[src/rtl/stepper_move_ctrl.sv]
// Stepper move controller: runs a latched (steps, dir, div) move over a one-hot
// phase position that persists between moves, with start/busy/done/abort handshake.
module stepper_move_ctrl #(
    parameter int PHASES = 9,
    parameter int CNT_W  = 8,
    parameter int DIV_W  = 8
) (
    input  logic              clk,
    input  logic              rst,
    input  logic              start_i,
    input  logic              dir_i,
    input  logic [CNT_W-1:0]  steps_i,
    input  logic [DIV_W-1:0]  div_i,
    input  logic              abort_i,
    output logic              busy_o,
    output logic              done_o,
    output logic              step_pulse_o,
    output logic [PHASES-1:0] phase_o,
    output logic [3:0]        pos_o
);

    // state  | meaning
    // S_IDLE | holding position, waiting for start
    // S_RUN  | move in progress, stepping every div+1 cycles
    typedef enum logic {S_IDLE, S_RUN} state_t;

    localparam logic [3:0]        POS_LAST  = 4'(PHASES - 1);
    localparam logic [CNT_W-1:0]  CNT_ONE   = 1;
    localparam logic [DIV_W-1:0]  DIV_ONE   = 1;
    localparam logic [PHASES-1:0] PHASE_RST = 1;

    state_t            state_q;
    logic              dir_q;
    logic [DIV_W-1:0]  div_q;
    logic [DIV_W-1:0]  tick_q;
    logic [CNT_W-1:0]  remaining_q;
    logic [3:0]        pos_q, pos_d;
    logic [PHASES-1:0] phase_q, phase_d;
    logic              busy_q, done_q, step_pulse_q;

    // Next position with wrap in both directions; phase is its one-hot decode.
    always_comb begin
        pos_d = pos_q;
        if (dir_q) begin
            pos_d = (pos_q == POS_LAST) ? 4'd0 : pos_q + 4'd1;
        end else begin
            pos_d = (pos_q == 4'd0) ? POS_LAST : pos_q - 4'd1;
        end
        phase_d        = '0;
        phase_d[pos_d] = 1'b1;
    end

    always_ff @(posedge clk or posedge rst) begin
        if (rst) begin
            state_q      <= S_IDLE;
            dir_q        <= 1'b0;
            div_q        <= '0;
            tick_q       <= '0;
            remaining_q  <= '0;
            pos_q        <= 4'd0;
            phase_q      <= PHASE_RST;
            busy_q       <= 1'b0;
            done_q       <= 1'b0;
            step_pulse_q <= 1'b0;
        end else begin
            done_q       <= 1'b0;
            step_pulse_q <= 1'b0;
            unique case (state_q)
                S_IDLE: begin
                    if (start_i) begin
                        if (steps_i != '0) begin
                            dir_q       <= dir_i;
                            div_q       <= div_i;
                            remaining_q <= steps_i;
                            tick_q      <= '0;
                            state_q     <= S_RUN;
                            busy_q      <= 1'b1;
                        end else begin
                            done_q <= 1'b1;
                        end
                    end
                end
                S_RUN: begin
                    // Abort wins over a coincident step, including the last one.
                    if (abort_i) begin
                        state_q     <= S_IDLE;
                        busy_q      <= 1'b0;
                        tick_q      <= '0;
                        remaining_q <= '0;
                    end else if (tick_q == div_q) begin
                        tick_q       <= '0;
                        pos_q        <= pos_d;
                        phase_q      <= phase_d;
                        remaining_q  <= remaining_q - CNT_ONE;
                        step_pulse_q <= 1'b1;
                        if (remaining_q == CNT_ONE) begin
                            state_q <= S_IDLE;
                            busy_q  <= 1'b0;
                            done_q  <= 1'b1;
                        end
                    end else begin
                        tick_q <= tick_q + DIV_ONE;
                    end
                end
                default: begin
                    state_q <= S_IDLE;
                    busy_q  <= 1'b0;
                end
            endcase
        end
    end

    assign busy_o       = busy_q;
    assign done_o       = done_q;
    assign step_pulse_o = step_pulse_q;
    assign phase_o      = phase_q;
    assign pos_o        = pos_q;

endmodule

[config.mk]
export PLATFORM = sky130hd
export DESIGN_NAME = stepper_move_ctrl
export DESIGN_NICKNAME = d
export VERILOG_FILES = /design/src/rtl/stepper_move_ctrl.sv
export SDC_FILE = /design/constraint.sdc
export NUM_CORES = 1
export LEC_CHECK = 0
export ABC_CLOCK_PERIOD_IN_PS = 2500
export BUFFER_PORTS_ARGS = -buffer_cell sky130_fd_sc_hd__buf_2
export CORE_ASPECT_RATIO = 1.25
export CORE_UTILIZATION = 52
export DETAILED_ROUTE_END_ITERATION = 7
export MAX_ROUTING_LAYER = met4
export PLACE_DENSITY = 0.74
export SYNTH_ARGS = -nofsm -noshare
export SYNTH_HDL_FRONTEND = slang
export SYNTH_SLANG_ARGS = --single-unit
[constraint.sdc]
create_clock -name clk -period 2.5 [get_ports clk]
set_input_delay 0.5 -clock clk [delete_from_list [all_inputs] [get_ports clk]]
set_output_delay 0.5 -clock clk [all_outputs]
set_load 0.02 [all_outputs]
==> impl_metrics.ini, run 1 <==
[floorplanning]
initial_utilization_pct = 54.9
placeableCoreArea_um2 = 4160
number_of_top_level_pins = 37
dieWidth_um = 61.3
floorplan.die.height_um = 76.1
floorplan.die_area_um2 = 4660
rows = 26

[logic_synthesis]
ys_top_cells_by_area = dfrtp_1, mux2_2, nand2_1, o21ai_0, xor2_1
post_synth_instance_area_um2 = 2280
syn_inst = 225
synth_cell_type_count = 49
synth_async_sr_flop_share_pct = 100
synth-edff-count = 0
synth_largest_type_area_fraction_pct = 44.9
synthesis.yosys.warnings = 0
postSynth.topFlopCell = dfrtp_1
postSynthRegisterBits = 42
syn_nets = 251
synth.largest_area_cell = dfrtp_1
ys_seq_area_share_pct = 46.1
synth.avg_cell_area_um2 = 10.2

[worst_setup_path]
r2r_setup_slack_ns = 0.39
timing_worst_setup_path_type = register to register
critical-path-slowest-cell = dfrtp_1
crit_path_cell_chain = inv_1, ha_1, nor3_1, a41oi_1, o221ai_1, o21ai_0, o21ai_0
cp_common_cell = o21ai_0
critPathMaxStageDelay_ns = 0.44
cp-start-kind = register
critical_path.reg2reg.startpoint = pos_o[0]
cp.required_ns = 2.68
critical_path.reg2reg.endpoint = phase_o[3]
critPathMaxFanout = 7
r2r.worst_path.cells = 7
data_arrival_critical_path_ns = 2.29
worst_setup_path_end_kind = register

[timing]
worstMarginPinSlew_ns = 0.620
timing.max_slew.rel_slack_pct = 58.3
post_route_hold_slack_ns = 0.307
final-hold-violation-count = 0
tns_ns = 0
setup_viol = 0
unrepaired_setup_endpoints_after_global_routing = false
min_period_over_period_pct = 84.5
shortest_clock_period_the_worst_path_allows_after_layout_ns = 2.11
fin_worst_skew_ns = 0.0122
slew_viol_final = 0
achievable-frequency_ghz = 0.473

[cts]
h-tree-depth = 2
clk_transition_reported_paths_ns = 0.09
cts_root_buffer = clkbuf_8
clkLatencyLatePin_ns = 0.31
cts.sinks = 42
cts.path.max_buffers = 2
cts_inserted_buffers = 5
total_of_hold_buffers_inserted_after_clock_tree_synthesis = 0
cts_tree = yes
cts-resized-gates = 0
cts_setup_buffers = 0

[cells_and_area]
layout.cells.most_common = dfrtp_1
postLayoutCellArea_um2 = 2640
fin_nets = 290
fillers = 374
area_delta_synth_final_pct = 15.7
fin_cells = 321
antenna_cells = 0
most_frequent_cells_in_the_layout = dfrtp_1, buf_2, nand2_1, o21ai_0, mux2_2
post_route_cells_drive_above_1_share_pct = 26.8

[power_and_ir_drop]
power_frac_clock_pct = 20.3
netSwitchingPower_w = 0.00110
power.sequential.fraction_pct = 39.5
share_comb_of_total_power_pct = 40.2
switching_share_pct = 40.4
p_int_w = 0.00163
cellPowerDensity_nw_per_um2 = 1030
total_power_after_layout_w = 0.00273
static_leak_nw = 1.23
irDropWorstVdd_mv = 0.575

[outcome]
status = completed

[global_route]
grt_pass1_vias = 1753
gr-usage-all-layers_pct = 23.9
number_of_antenna_violations_at_the_first_check_in_global_routing = 0
grt_pass1_wl_um = 8240
global_route.overflow_total = 0
grt_max_degree = 43

[place]
detailed_place.area_um2 = 2520
place.gp.congestion = 0.829
quantity_of_i_o_buffers_inserted_on_ports = 36
placed_cells = 313
place.detailed.hpwl_um = 3380

[detailed_routing]
drtAntennaViolNets = 0
viasPerCell = 5.70
drt_drc_violations_left = 0
wirelength_um = 4610
drt_pre_antenna_iters = 5
route.vias.total = 1831
violation_count_after_the_first_detailed_route_iteration = 122
mean_routed_wirelength_per_cell_um = 14.4

[hold_path]
min-delay-path-class = input port to asynchronous set/reset pin

[flow_run]
maxCapViolCount = 0
==> flip-flops by register name, summed over array words and instances (netlist names) <==
register	count
phase_o	9
div_q	8
remaining_q	8
tick_q	8
pos_o	4
busy_o	1
dir_q	1
done_o	1
state_q	1
step_pulse_o	1
==> metal layers <==
layer,share of wire (%),track usage (%),vias up
met1,45,32.0,880
li1,-,-,902
met3,3.8,5.09,6
met5,0,-,-
met2,50,35.4,43
met4,1.4,8.64,0
==> how the worst max path moves through the flow <==
| stage | start | end | cells past startpoint |
|---|---|---|---|
| floorplan | pos_o[0] | phase_o[0] | 7 |
| finish | pos_o[0] | phase_o[3] | 7 |
| detailed placement | pos_o[0] | phase_o[3] | 7 |
| global route | pos_o[0] | phase_o[2] | 7 |
| CTS | pos_o[0] | phase_o[3] | 7 |
| global placement | pos_o[0] | phase_o[2] | 7 |
==> worst max-delay path, delay by kind of cell (launching register included) <==
kind	cells	cell delay [ns]
AOI/OAI and AO/OA	4	1.04
DFF	1	0.44
adders and majority gates	1	0.30
buffers and inverters	1	0.14
and+or+nand+nor	1	0.08
==> power groups by stage <==
stage	clock network [W]	registers [W]	logic (W)
finish	0.000554	0.00108	0.00110
global route	0.000597	0.00112	0.00123
CTS	0.000563	0.00108	0.00110
detailed placement	0	0.00109	0.00109
global placement	0	0.00108	0.00108
floorplan	0	0.00107	0.000846
==> synth_stat cells, types with 2 or more instances <==
cell,count
a21o_1,3
a21oi_1,9
a22o_1,3
a31oi_1,5
a32oi_1,5
and3_1,2
buf_2,5
clkbuf_1,2
dfrtp_1,41
ha_1,5
inv_1,8
mux2_2,11
mux2i_1,3
nand2_1,27
nand2b_1,7
nand3_1,7
nor2_1,10
nor2b_1,5
nor3_1,3
nor4_1,4
nor4_4,2
o21ai_0,17
o21ai_2,2
o31ai_1,7
xor2_1,8
==> logic make-up (layout without fill, tap and decap cells) <==
logic type | Yosys count | after routing | share of synthesized area, %
AOI/OAI and AO/OA | 63 | 63 | 19.6
xor gates and xnor gates | 8 | 8 | 3.07
adders and majority gates | 5 | 5 | 2.74
buffers and inverters | 19 | 59 | 3.72
DFF | 42 | 42 | 46.1
muxes | 14 | 14 | 6.74
and+or+nand+nor | 74 | 74 | 18.1
==> per-stage QoR <==
stage | setup slack [ns] | utilization (%)
3_3_place_gp | 0.507 | 60.6
5_1_grt | 0.244 | 63.5
6_report | 0.387 | 63.5
2_1_floorplan | 0.637 | -
3_5_place_dp | 0.435 | 60.6
4_1_cts | 0.430 | 63.5
==> final cells by class <==
cell class	count	area [um^2]	share of cell area, %
Multi-Input combinational cell	164	1150	43.4
Sequential cell	42	1050	39.8
Timing Repair Buffer	41	218	8.24
Tap cell	56	70.1	2.65
Clock buffer	5	68.8	2.60
Clock inverter	3	48.8	1.85
Inverter	10	37.5	1.42
Power figures use the tool's default switching activity.
==> run 2: changes to the inputs <==
ABC_AREA = 1   (was default)
ABC_CLOCK_PERIOD_IN_PS = 1700   (was 2500)
CORE_UTILIZATION = 51   (was 52)
PLACE_DENSITY = 0.75   (was 0.74)
clock period = 1.7 ns   (was 2.5 ns; I/O delays follow)
==> impl_metrics.ini, run 2 <==
[outcome]
status = completed

[cells_and_area]
layout.cells.most_common = nand2_1
fin_cells = 461
fin_nets = 426
area_delta_synth_final_pct = 20.2
most_frequent_cells_in_the_layout = nand2_1, nand3_1, dfrtp_1, inv_1, buf_2
post_route_cells_drive_above_1_share_pct = 24.2
post-route-util_pct = 64.0
antenna_cells = 0
max_ffs_per_register = 9

[worst_setup_path]
critical_path.reg2reg.endpoint = phase_o[1]
r2r_setup_slack_ns = 0.09
worst_setup_path_end_kind = register
r2r.worst_path.cells = 8
critPathMaxFanout = 5
data_arrival_critical_path_ns = 1.84
timing_worst_setup_path_type = register to register
critical_path.reg2reg.startpoint = pos_o[1]
cp.required_ns = 1.93
cp-start-kind = register

[place]
place.detailed.hpwl_um = 4290
placed_cells = 453
pre_cts_ws_ns = -0.0155
place.gp.congestion = 0.858
quantity_of_i_o_buffers_inserted_on_ports = 36

[detailed_routing]
violation_count_after_the_first_detailed_route_iteration = 114
route.vias.total = 2342
drt_pre_antenna_iters = 4
viasPerCell = 5.08
drtAntennaViolNets = 0
mean_routed_wirelength_per_cell_um = 12.1
drt_drc_violations_left = 0
wirelength_um = 5570

[global_route]
global_route.overflow_total = 0
grt_pass1_wl_um = 9550
number_of_antenna_violations_at_the_first_check_in_global_routing = 0
grt_max_degree = 17
gr-usage-all-layers_pct = 24.4
grt_pass1_vias = 2209

[logic_synthesis]
synth.avg_cell_area_um2 = 7.29
synthesis.yosys.warnings = 0
synth-edff-count = 0
synth.largest_area_cell = dfrtp_1
ys_seq_area_share_pct = 41.8
ys_top_cells_by_area = dfrtp_1, nand2_1, nand3_1, inv_1, nor2_1
synth_cell_type_count = 29
post_synth_instance_area_um2 = 2520
postSynthRegisterBits = 42
netlist_top_cells_count = nand2_1, dfrtp_1, inv_1, nand3_1, nor2_1
postSynth.topFlopCell = dfrtp_1
syn_nets = 371
synth_async_sr_flop_share_pct = 100
post-synth-top-count-cell = nand2_1
syn_inst = 345
synth_largest_type_area_fraction_pct = 40.8

[floorplanning]
initial_utilization_pct = 53.2
floorplan.die_area_um2 = 5220
floorplan.die.height_um = 80.5
placeableCoreArea_um2 = 4730
number_of_top_level_pins = 37
dieWidth_um = 64.8
rows = 28

[timing]
fin_worst_skew_ns = 0.00716
setup_viol = 0
timing.final.ws_setup_ns = 0.0878
min_period_over_period_pct = 94.8
post_route_hold_slack_ns = 0.122
slew_viol_final = 0
timing.max_slew.rel_slack_pct = 56.6
final-hold-violation-count = 0
achievable-frequency_ghz = 0.620
shortest_clock_period_the_worst_path_allows_after_layout_ns = 1.61
worstMarginPinSlew_ns = 0.650

[cts]
cts_tree = yes
cts.sinks = 42
clkLatencyLatePin_ns = 0.29
cts_root_buffer = clkbuf_8
cts_setup_buffers = 0
h-tree-depth = 2
clk_transition_reported_paths_ns = 0.08
total_of_hold_buffers_inserted_after_clock_tree_synthesis = 0
cts.path.max_buffers = 2
cts_inserted_buffers = 5

[flow_run]
maxCapViolCount = 0

[hold_path]
min-delay-path-class = input port to asynchronous set/reset pin

[power_and_ir_drop]
static_leak_nw = 1.69
irDropWorstVdd_mv = 0.742
cellPowerDensity_nw_per_um2 = 1710
## run 2: how the worst max path moves through the flow
stage	from	endpoint	slack, ns	cells after the start
after floorplan	pos_o[1]	phase_o[4]	0.03	10
after global placement	pos_o[0]	phase_o[7]	0.09	10
after detailed placement	pos_o[0]	phase_o[1]	-0.02	10
after CTS	pos_o[0]	phase_o[0]	0.0006	10
after global routing	pos_o[1]	phase_o[8]	-0.02	10
final	pos_o[1]	phase_o[1]	0.09	8
## run 2: timing repair
action	CTS	global route
pin swaps	0	1
gates resized for setup	2	15
setup endpoints to repair	7	11
cloned	0	0
## run 2: layout make-up
class / instances / area (um^2)
inverters: 45 / 174
clock buffers: 7 / 76.3
clock inverters: 1 / 30.0
flip-flops and latches: 42 / 1050
fillers: 451 / 1700
well taps: 60 / 75.1
multi-input cells: 252 / 1280
repair buffers: 54 / 340
## run 2: critical path, stage by stage (launching register included)
cell	delay, ns
dfrtp_1	0.42
inv_2	0.08
ha_4	0.18
or2_2	0.29
nand3_1	0.11
nand2_2	0.08
nor2_1	0.21
nand3_1	0.11
nand2_1	0.06
## run 2: layer usage
metal,vias to the layer above,share of wire (%),global-route usage [%],routed length (um)
li1,1189,-,-,-
met1,1065,40,26.2,2230
met4,0,3.1,9.78,170
met3,19,3.9,3.98,220
met5,-,0,-,0
met2,69,53,44.2,2960
## run 2: power breakdown
group,leakage (nW),switching (W),internal [W]
clock network,0.0524,0.000341,0.000440
registers,0.548,0.000298,0.00134
logic,1.09,0.00176,0.000984
total,1.69,0.00240,0.00277
## run 2: kinds of logic after synthesis
| group | share of synthesized area, % |
|---|---|
| buf+inv | 9.25 |
| simple gates | 37.7 |
| flops | 41.8 |
| compound gates | 5.97 |
| xor+xnor | 2.74 |
| fa+ha+maj | 2.49 |
## run 2: metrics by stage
step / TNS [ns] / power (W) / instance area (um^2)
2_1_floorplan: 0 / 0.00349 / 2520
3_3_place_gp: 0 / 0.00409 / 2870
3_5_place_dp: -0.0384 / 0.00417 / 2870
4_1_cts: 0 / 0.00500 / 2980
5_1_grt: -0.0314 / 0.00562 / 3030
6_report: 0 / 0.00516 / 3030
